===== config.mk =====
export PLATFORM = sky130hd
export DESIGN_NAME = hazard_scoreboard
export DESIGN_NICKNAME = d
export VERILOG_FILES = /design/src/rtl/hazard_scoreboard.sv
export SDC_FILE = /design/constraint.sdc
export NUM_CORES = 1
export LEC_CHECK = 0
export ABC_AREA = 1
export CAP_MARGIN = 20
export CORE_MARGIN = 4
export CORE_UTILIZATION = 45
export CTS_CLUSTER_DIAMETER = 40
export CTS_CLUSTER_SIZE = 40
export DETAILED_ROUTE_END_ITERATION = 12
export PLACE_DENSITY = 0.77
export SYNTH_ARGS = -nofsm -noshare
export SYNTH_HDL_FRONTEND = slang
export SYNTH_SLANG_ARGS = --single-unit

===== constraint.sdc =====
create_clock -name clock -period 3.05 [get_ports clock]
set_clock_uncertainty 0.2 [all_clocks]
set_input_delay 0.61 -clock clock [delete_from_list [all_inputs] [get_ports clock]]
set_output_delay 0.61 -clock clock [all_outputs]
set_load 0.005 [all_outputs]

===== src/rtl/hazard_scoreboard.sv =====
`default_nettype none
// ============================================================================
//  Module   : hazard_scoreboard
//  Purpose  : Bypass/hazard controller for the 5-stage pipeline. Produces the
//             X-stage operand bypass selects, the M-stage store-data bypass,
//             load-use stalls, and a scoreboard for the multi-cycle mult/div
//             unit. Also keeps a saturating stall-cycle counter.
//  Ports    : clock/resetn        - clock, async active-low reset
//             DX_* / XM_* / MW_*  - pipeline latch fields
//             md_ready            - mult/div result valid
//             perf_clr            - synchronous clear of stall_cycles
//             XAsel/XBsel/MWDsel  - bypass selects (combinational)
//             stall/bubble_XM     - freeze front end / inject nop into XM
//             md_busy/md_rd/md_done/md_timeout - scoreboard status
//             stall_cycles        - saturating stall counter
//  Revision : 1.0 - initial release
// ============================================================================
module hazard_scoreboard #(
  parameter int REG_BITS     = 5,
  parameter int SETX_REG     = 30,
  parameter int MULT_TIMEOUT = 40,
  parameter int DIV_TIMEOUT  = 40,
  parameter int CNT_W        = 16
) (
  input  logic                clock,
  input  logic                resetn,
  input  logic [REG_BITS-1:0] DX_rs,
  input  logic [REG_BITS-1:0] DX_rt,
  input  logic [REG_BITS-1:0] DX_rd,
  input  logic                DX_useA,
  input  logic                DX_useB,
  input  logic                DX_rtin,
  input  logic                DX_sw,
  input  logic                DX_setx,
  input  logic                DX_we,
  input  logic                DX_md_start,
  input  logic                DX_is_div,
  input  logic [REG_BITS-1:0] XM_rd,
  input  logic                XM_we,
  input  logic                XM_lw,
  input  logic                XM_sw,
  input  logic [REG_BITS-1:0] MW_rd,
  input  logic                MW_we,
  input  logic                md_ready,
  input  logic                perf_clr,
  output logic [1:0]          XAsel,
  output logic [1:0]          XBsel,
  output logic                MWDsel,
  output logic                stall,
  output logic                bubble_XM,
  output logic                md_busy,
  output logic [REG_BITS-1:0] md_rd,
  output logic                md_done,
  output logic                md_timeout,
  output logic [CNT_W-1:0]    stall_cycles
);

  localparam int c_tmo_max = (MULT_TIMEOUT > DIV_TIMEOUT) ? MULT_TIMEOUT : DIV_TIMEOUT;
  localparam int c_tmo_w   = $clog2(c_tmo_max + 1);
  localparam logic [c_tmo_w-1:0]  c_mult_tmo = c_tmo_w'(MULT_TIMEOUT);
  localparam logic [c_tmo_w-1:0]  c_div_tmo  = c_tmo_w'(DIV_TIMEOUT);
  localparam logic [REG_BITS-1:0] c_setx_reg = REG_BITS'(SETX_REG);
  localparam logic [REG_BITS-1:0] c_zero_reg = '0;

  typedef enum logic [0:0] {
    S_IDLE    = 1'b0,
    S_MD_BUSY = 1'b1
  } state_t;

  state_t              state_q, state_d;
  logic [REG_BITS-1:0] md_rd_q, md_rd_d;
  logic [c_tmo_w-1:0]  tmo_cnt_q, tmo_cnt_d;
  logic                md_done_q, md_done_d;
  logic                md_timeout_q, md_timeout_d;
  logic [CNT_W-1:0]    stall_cycles_q, stall_cycles_d;

  logic [REG_BITS-1:0] w_xa, w_xb;
  logic                w_xa_nz, w_xb_nz, w_rd_nz, w_xm_nz, w_md_nz;
  logic                w_load_stall, w_md_stall, w_stall;

  // Operand register numbers actually read by the DX instruction
  assign w_xa = DX_setx ? c_setx_reg : DX_rs;
  assign w_xb = DX_rtin ? DX_rd : DX_rt;

  // r0 never carries a dependence
  assign w_xa_nz = (w_xa != c_zero_reg);
  assign w_xb_nz = (w_xb != c_zero_reg);
  assign w_rd_nz = (DX_rd != c_zero_reg);
  assign w_xm_nz = (XM_rd != c_zero_reg);
  assign w_md_nz = (md_rd_q != c_zero_reg);

  // Bypass selects: the younger XM result wins over MW
  always_comb begin
    XAsel = 2'd0;
    if (DX_useA && w_xa_nz && XM_we && (w_xa == XM_rd))      XAsel = 2'd1;
    else if (DX_useA && w_xa_nz && MW_we && (w_xa == MW_rd)) XAsel = 2'd2;
    XBsel = 2'd0;
    if (DX_useB && w_xb_nz && XM_we && (w_xb == XM_rd))      XBsel = 2'd1;
    else if (DX_useB && w_xb_nz && MW_we && (w_xb == MW_rd)) XBsel = 2'd2;
  end

  assign MWDsel = XM_sw && w_xm_nz && MW_we && (XM_rd == MW_rd);

  // A store's B operand is picked up by the MWDsel path one stage later,
  // so it does not need to wait for the load.
  assign w_load_stall = XM_lw && XM_we && w_xm_nz &&
                        ((DX_useA && w_xa == XM_rd) ||
                         (DX_useB && w_xb == XM_rd && !DX_sw));

  // Hold anything that would read, or overwrite (WAW), the pending result,
  // and any second mult/div while the unit is occupied.
  assign w_md_stall = (state_q == S_MD_BUSY) &&
                      (DX_md_start ||
                       (DX_useA && w_md_nz && w_xa == md_rd_q) ||
                       (DX_useB && w_md_nz && w_xb == md_rd_q) ||
                       (DX_we   && w_rd_nz && w_md_nz && DX_rd == md_rd_q));

  assign w_stall   = w_load_stall | w_md_stall;
  assign stall     = w_stall;
  assign bubble_XM = w_stall;

  always_comb begin
    state_d        = state_q;
    md_rd_d        = md_rd_q;
    tmo_cnt_d      = tmo_cnt_q;
    md_done_d      = 1'b0;
    md_timeout_d   = md_timeout_q;
    stall_cycles_d = stall_cycles_q;

    case (state_q)
      S_IDLE: begin
        if (DX_md_start && !w_stall) begin
          state_d   = S_MD_BUSY;
          md_rd_d   = DX_rd;
          tmo_cnt_d = DX_is_div ? c_div_tmo : c_mult_tmo;
        end
      end
      S_MD_BUSY: begin
        if (md_ready) begin
          state_d   = S_IDLE;
          md_done_d = 1'b1;
        end else if (tmo_cnt_q <= c_tmo_w'(1)) begin
          // Last allowed cycle expired without a result
          state_d      = S_IDLE;
          tmo_cnt_d    = '0;
          md_timeout_d = 1'b1;
        end else begin
          tmo_cnt_d = tmo_cnt_q - c_tmo_w'(1);
        end
      end
      default: state_d = S_IDLE;
    endcase

    if (perf_clr)                         stall_cycles_d = '0;
    else if (w_stall && !(&stall_cycles_q)) stall_cycles_d = stall_cycles_q + CNT_W'(1);
  end

  always_ff @(posedge clock or negedge resetn) begin
    if (!resetn) begin
      state_q        <= S_IDLE;
      md_rd_q        <= '0;
      tmo_cnt_q      <= '0;
      md_done_q      <= 1'b0;
      md_timeout_q   <= 1'b0;
      stall_cycles_q <= '0;
    end else begin
      state_q        <= state_d;
      md_rd_q        <= md_rd_d;
      tmo_cnt_q      <= tmo_cnt_d;
      md_done_q      <= md_done_d;
      md_timeout_q   <= md_timeout_d;
      stall_cycles_q <= stall_cycles_d;
    end
  end

  assign md_busy      = (state_q == S_MD_BUSY);
  assign md_rd        = md_rd_q;
  assign md_done      = md_done_q;
  assign md_timeout   = md_timeout_q;
  assign stall_cycles = stall_cycles_q;

endmodule
`default_nettype wire


==> results of run 1 <==
-- cell usage in the layout (no fill, tap or decap), types with 2 or more instances in the layout --
master,synthesis,routed
a21oi_2,1,2
buf_2,1,2
buf_4,3,32
clkbuf_8,0,6
clkdlybuf4s50_1,0,47
dfrtp_1,30,30
dlygate4sd2_1,0,15
dlymetal6s2s_1,0,5
ha_1,3,3
inv_1,50,49
inv_2,2,3
nand2_1,106,98
nand2_2,12,18
nand2_4,3,5
nand3_1,36,36
nand3_2,11,11
nand4_1,23,23
nor2_1,35,30
nor2_2,5,7
nor2_4,0,3
nor3_1,3,3
nor4_1,3,2
o21ai_0,11,10
o21ai_1,6,6
o22ai_1,2,2
xnor2_1,5,5
xor2_1,26,26
-- final cells by class --
cell class	instances	area [sq um]
repair buffers	103	945
fillers	509	2040
multi-input cells	302	1780
flip-flops and latches	30	751
well taps	75	93.8
inverters	52	195
clock buffers	6	82.6
-- layer usage --
| layer | vias to the layer above | global-route usage [%] |
|---|---|---|
| li1 | 1471 | - |
| met1 | 1322 | 28.9 |
| met2 | 95 | 36.7 |
| met3 | 20 | 3.75 |
| met4 | 0 | 5.32 |
| met5 | - | 0 |
-- worst max-delay path: stages --
cell and delay, ns:
clkdlybuf4s50_1 0.48, nand2_1 0.11, nand2_4 0.10, inv_1 0.07, nand2_1 0.06, nand2_1 0.05
nor2_1 0.09, nand3_1 0.09, nand3_1 0.11, nand2_2 0.09, nand2_8 0.08, dlygate4sd2_1 0.23
-- synth_stat cells --
master and count:
a211oi_1 1, a21oi_1 1, a21oi_2 1, a221oi_1 1, and3b_1 1, buf_1 1, buf_2 1, buf_4 3
buf_6 2, buf_8 1, clkbuf_1 1, dfrtp_1 30, ha_1 3, inv_1 50, inv_2 2, nand2_1 106
nand2_2 12, nand2_4 3, nand2_8 1, nand3_1 36, nand3_2 11, nand3_4 1, nand4_1 23, nand4_4 1
nor2_1 35, nor2_2 5, nor3_1 3, nor3b_4 1, nor4_1 3, o211ai_1 1, o21ai_0 11, o21ai_1 6
o21bai_1 1, o22ai_1 2, xnor2_1 5, xor2_1 26, xor2_2 1
-- through the flow --
stage	util, %	worst slack (ns)	power [mW]	area (sq um)
floorplan	-	0.464	1.05	2710
global placement	61.8	-0.433	1.34	3640
finish	65.3	0.0881	1.68	3840
detailed placement	61.8	-0.452	1.36	3640
global route	65.3	-0.0135	1.82	3840
CTS	64.6	0.00211	1.68	3800
-- what timing repair did --
action / in CTS / in global routing
gates resized for setup: 38 / 19
setup buffers: 6 / 1
setup endpoints to repair: 7 / 4
pin swaps: 13 / 11
-- power by group through the flow --
stage          Sequential [mW]  Clock, mW  Combinational [mW]
2_1_floorplan            0.571          0               0.478
3_3_place_gp             0.596          0               0.745
3_5_place_dp             0.598          0               0.763
4_1_cts                  0.591      0.319               0.774
5_1_grt                  0.606      0.335               0.882
6_report                 0.591      0.312               0.781
-- worst max path at each step --
stage,start,end,slack (ns)
after floorplan,DX_rtin,stall,0.46
after global placement,DX_rtin,bubble_XM,-0.43
after detailed placement,DX_rtin,stall,-0.45
after CTS,DX_rs[3],XAsel[1],0.002
after global routing,DX_rt[1],stall,-0.01
final,DX_rt[1],stall,0.09
-- state kept, by name, summed over array words and instances (netlist names) --
signal	flops
tmo_cnt_q	6
md_rd	5
stall_cycles	16
md_busy	1
md_done	1
md_timeout	1
-- cells by family (layout without fill, tap and decap cells) --
family	Yosys count	count (layout)
compound gates	25	25
xor+xnor	32	32
fa+ha+maj	3	3
buf+inv	61	161
flops	30	30
simple gates	242	242
==> results.yml, run 1 <==
critical_path:
  required_ns: 2.24
  r2r_slack_ns: 0.64
  reg2reg_depth: 9
  crit_fanout: 4
  worstSetupPathType: "in -> out"
  rr_endpoint: "stall_cycles[8]$_DFFE_PN0P_"
  critPathArrivalTime_ns: 2.15
  start_kind: "primary input"
  end_kind: "output pin"
  r2r-start: "stall_cycles[0]$_DFFE_PN0P_"
timing:
  worst_pin_slew_ns: 0.385
  finalCriticalPeriod_ns: 2.96
  finalHoldViolCount: 0
  slew_violations: 0
  maxSlewHeadroom_pct: 74.3
  fin_hold_ws_ns: 0.290
  fin_crit_sh_pct: 97.1
  setup_viol: 0
  setup-tns-final_ns: 0
  fmax_mhz: 338
hold_path:
  holdPathStages: 1
  hold_path.class: "reg -> reg"
  hp-start: "md_timeout$_DFFE_PN0P_"
  min_to: "md_timeout$_DFFE_PN0P_"
power_and_ir_drop:
  combPwrFrac_pct: 46.4
  swShare_pct: 39.8
  p_switching_mw: 0.670
  p_per_area_nw_per_um2: 438
  pwr-share-clk_pct: 18.5
  power_leakage_nw: 2.05
  seq_power_share_pct: 35.1
  peakVddDrop_uv: 564
  intPower_mw: 1.01
routing:
  wirelength_um: 7660
  top_layer: "met4"
  drc: 0
  routed-wl-met2_um: 3730
  first_pass_iters: 4
  vias: 2908
  ant_nets: 0
  wl_met1_um: 3340
  via_per_inst: 5.12
  wire_per_inst_um: 13.5
  dr_wl_met3_um: 434
  drt_iter0_drc: 151
yosys:
  yosys.area.top_type: "dfrtp_1"
  yosys_warnings: 0
  synth_cell_type_count: 37
  synth_simple_gate_area_share_pct: 45.2
  synth_compound_area_share_pct: 5.26
  netlist.area_leader.share_pct: 27.7
  yosys-top-cells-area: "dfrtp_1, nand2_1, xor2_1"
  synthesis.area_sq_um: 2710
  synth-adder-area-share_pct: 1.39
  syn-instance-count: 393
  seq_area_frac_synth_pct: 27.7
  synth_nets: 437
  yosys_register_bits: 30
  muxShareOfSynthArea_pct: 0
  synth_xor_area_share_pct: 10.6
  synth_top_family_by_area: "simple AND/OR/NAND/NOR gates"
  avgSynthCellArea_sq_um: 6.90
run:
  max-cap-violations: 0
cts:
  cts-root-buf: "clkbuf_8"
  cts_tree: "done"
  cts_buffer_depth: 2
  worstSkewPairLatency_ns: 0.27
  path_clk_slew_ns: 0.06
  cts_made_buffers: 5
  cts_max_level: 2
  cts_sinks: 30
  cts_hold_buffers: 0
floorplan:
  fp.dieW_um: 85.6
  start_util_pct: 46.0
  rows: 28
  num_io_pins: 72
  core_sq_um: 5890
  fp.dieH_um: 85.6
  die_area_sq_um: 7330
grt:
  grt_max_degree: 33
  antenna_found_initial: 0
  grt_overflow: 0
  grt_pass1_vias: 2814
  grt_use_total_pct: 21.7
  grt_pass1_wl_um: 13200
final_layout:
  antenna_cells: 0
  stdcell_count: 568
  area_growth_pct: 41.8
  drive_gt1_share_pct: 19.9
  finalNetCount: 538
placed_design:
  portBuffers: 70
  hpwlAfterDp_um: 5770
  gp_congestion: 0.887
  placedCellCount: 555
outcome:
  status: "complete, no violations"
Note: power is estimated with default switching activity, not from simulation.
==> inputs of run 2 (changes only) <==
- PLACE_DENSITY: 0.77 -> 0.75
- SLEW_MARGIN: default -> 20
==> run 2 against run 1 <==
  * The run now ends with negative setup slack left
  * First-iteration DRC count rose by 47%
  * Sequential cell count unchanged
  * Power rose by 6.9%
  * Combinational power is 2% higher
==> results.yml, run 2 (same netlist as run 1, synthesis figures left out) <==
routing:
  wire_per_inst_um: 13.9
  drc: 0
  wirelength_um: 8010
  first_pass_iters: 4
  via_per_inst: 5.22
  drt_iter0_drc: 222
  ant_nets: 0
  vias: 3018
cts:
  cts_tree: "done"
  worstSkewPairLatency_ns: 0.28
  cts_sinks: 30
  cts_hold_buffers: 0
  cts_made_buffers: 5
  path_clk_slew_ns: 0.06
  cts-root-buf: "clkbuf_8"
  cts_max_level: 2
  cts_buffer_depth: 2
final_layout:
  area_growth_pct: 46.7
  drive_gt1_share_pct: 22.9
  fillers: 470
  seq_area_sq_um: 751
  finalNetCount: 547
  layout_common_cells: "nand2_1, inv_1, clkdlybuf4s50_1, buf_4, nand3_1"
  multi_input_area_sq_um: 1800
  postLayoutCoreUtil_pct: 67.6
  stdcell_count: 578
  layout_commonest_cell: "nand2_1"
  antenna_cells: 0
  largest_register_ffs: 16
power_and_ir_drop:
  p_switching_mw: 0.694
  power_leakage_nw: 2.15
  intPower_mw: 1.11
  seq_power_share_pct: 32.9
  combPwrFrac_pct: 44.2
  pwr-share-clk_pct: 22.8
  p_per_area_nw_per_um2: 453
  swShare_pct: 38.6
  peakVddDrop_uv: 453
hold_path:
  holdPathStages: 1
  hold_path.class: "reg -> reg"
  min_to: "md_timeout$_DFFE_PN0P_"
  hp-start: "md_timeout$_DFFE_PN0P_"
timing:
  finalCriticalPeriod_ns: 3.07
  fin_crit_sh_pct: 100
  worst_pin_slew_ns: 0.384
  fin_ws_ns: -0.0152
  setup-tns-final_ns: -0.0152
  maxSlewHeadroom_pct: 74.4
  slew_violations: 0
  fmax_mhz: 326
  finalHoldViolCount: 0
  setup_viol: 1
grt:
  grt_use_total_pct: 22.0
  grt_pass1_wl_um: 13300
  grt_pass1_vias: 2869
  antenna_found_initial: 0
  grt_overflow: 0
  grt_max_degree: 33
critical_path:
  reg2reg_depth: 9
  critPathArrivalTime_ns: 2.26
  crit_fanout: 5
  required_ns: 2.24
  worstSetupPathType: "in -> out"
  r2r_slack_ns: 0.63
  start_kind: "primary input"
  rr_endpoint: "stall_cycles[14]$_DFFE_PN0P_"
  r2r-start: "stall_cycles[0]$_DFFE_PN0P_"
  end_kind: "output pin"
outcome:
  status: "complete, but fails checks"
  violations: "negative setup slack"
placed_design:
  dp_slack_ns: -0.488
  portBuffers: 70
  placedCellCount: 561
  hpwlAfterDp_um: 5790
  gp_congestion: 0.864
floorplan:
  fp.dieH_um: 85.6
  start_util_pct: 46.0
  core_sq_um: 5890
  num_io_pins: 72
  die_area_sq_um: 7330
  rows: 28
  fp.dieW_um: 85.6
run:
  max-cap-violations: 0
## run 2: worst max path at each step
stage / startpoint / endpoint / slack, ns / cells after the start
2_1_floorplan: DX_rtin / stall / 0.46 / 14
3_3_place_gp: DX_rtin / stall / -0.45 / 12
3_5_place_dp: DX_rtin / stall / -0.49 / 12
4_1_cts: DX_rt[0] / XBsel[1] / 0.001 / 12
5_1_grt: DX_rt[3] / XBsel[1] / -0.06 / 10
6_report: DX_rt[3] / XBsel[1] / -0.02 / 10
## run 2: layout make-up
cell class | instances | area share, %
Multi-Input combinational cell | 302 | 45.3
Clock buffer | 6 | 2.08
Tap cell | 75 | 2.36
Clock inverter | 1 | 0.755
Inverter | 52 | 4.91
Timing Repair Buffer | 112 | 25.7
Sequential cell | 30 | 18.9
## run 2: metrics by stage
| step | cell area [sq um] | power (mW) | hold slack, ns |
|---|---|---|---|
| finish | 3980 | 1.80 | 0.278 |
| floorplan | 2710 | 1.05 | 0.114 |
| global placement | 3670 | 1.35 | 0.265 |
| CTS | 3850 | 1.79 | 0.285 |
| global route | 3980 | 1.94 | 0.314 |
| detailed placement | 3670 | 1.37 | 0.269 |
## run 2: power by group through the flow
| stage | sequential [mW] | clock [mW] | combinational [mW] |
|---|---|---|---|
| floorplan | 0.571 | 0 | 0.478 |
| global placement | 0.596 | 0 | 0.750 |
| detailed placement | 0.599 | 0 | 0.767 |
| CTS | 0.592 | 0.417 | 0.776 |
| global route | 0.607 | 0.439 | 0.896 |
| finish | 0.593 | 0.411 | 0.796 |
## run 2: worst max-delay path, stage by stage
cell and delay [ns]:
clkdlybuf4s50_1 0.47, nand2_2 0.08, nand2_4 0.13, xor2_2 0.19, buf_4 0.15, nand3_2 0.09, nor2_2 0.14, buf_4 0.11
nor2_1 0.03, dlygate4sd2_1 0.25
## run 2: timing repair
action,in CTS,in global routing
pin swaps,11,19
setup endpoints to repair,7,5
gates resized for setup,40,31
setup buffers,6,4
## run 2: metal layers
layer,vias to the layer above,share of wire [%],GRT usage (%)
li1,1490,-,-
met1,1396,43,29.7
met2,114,48,36.1
met3,18,6.9,4.61
met4,0,1.6,5.18
met5,-,0,0
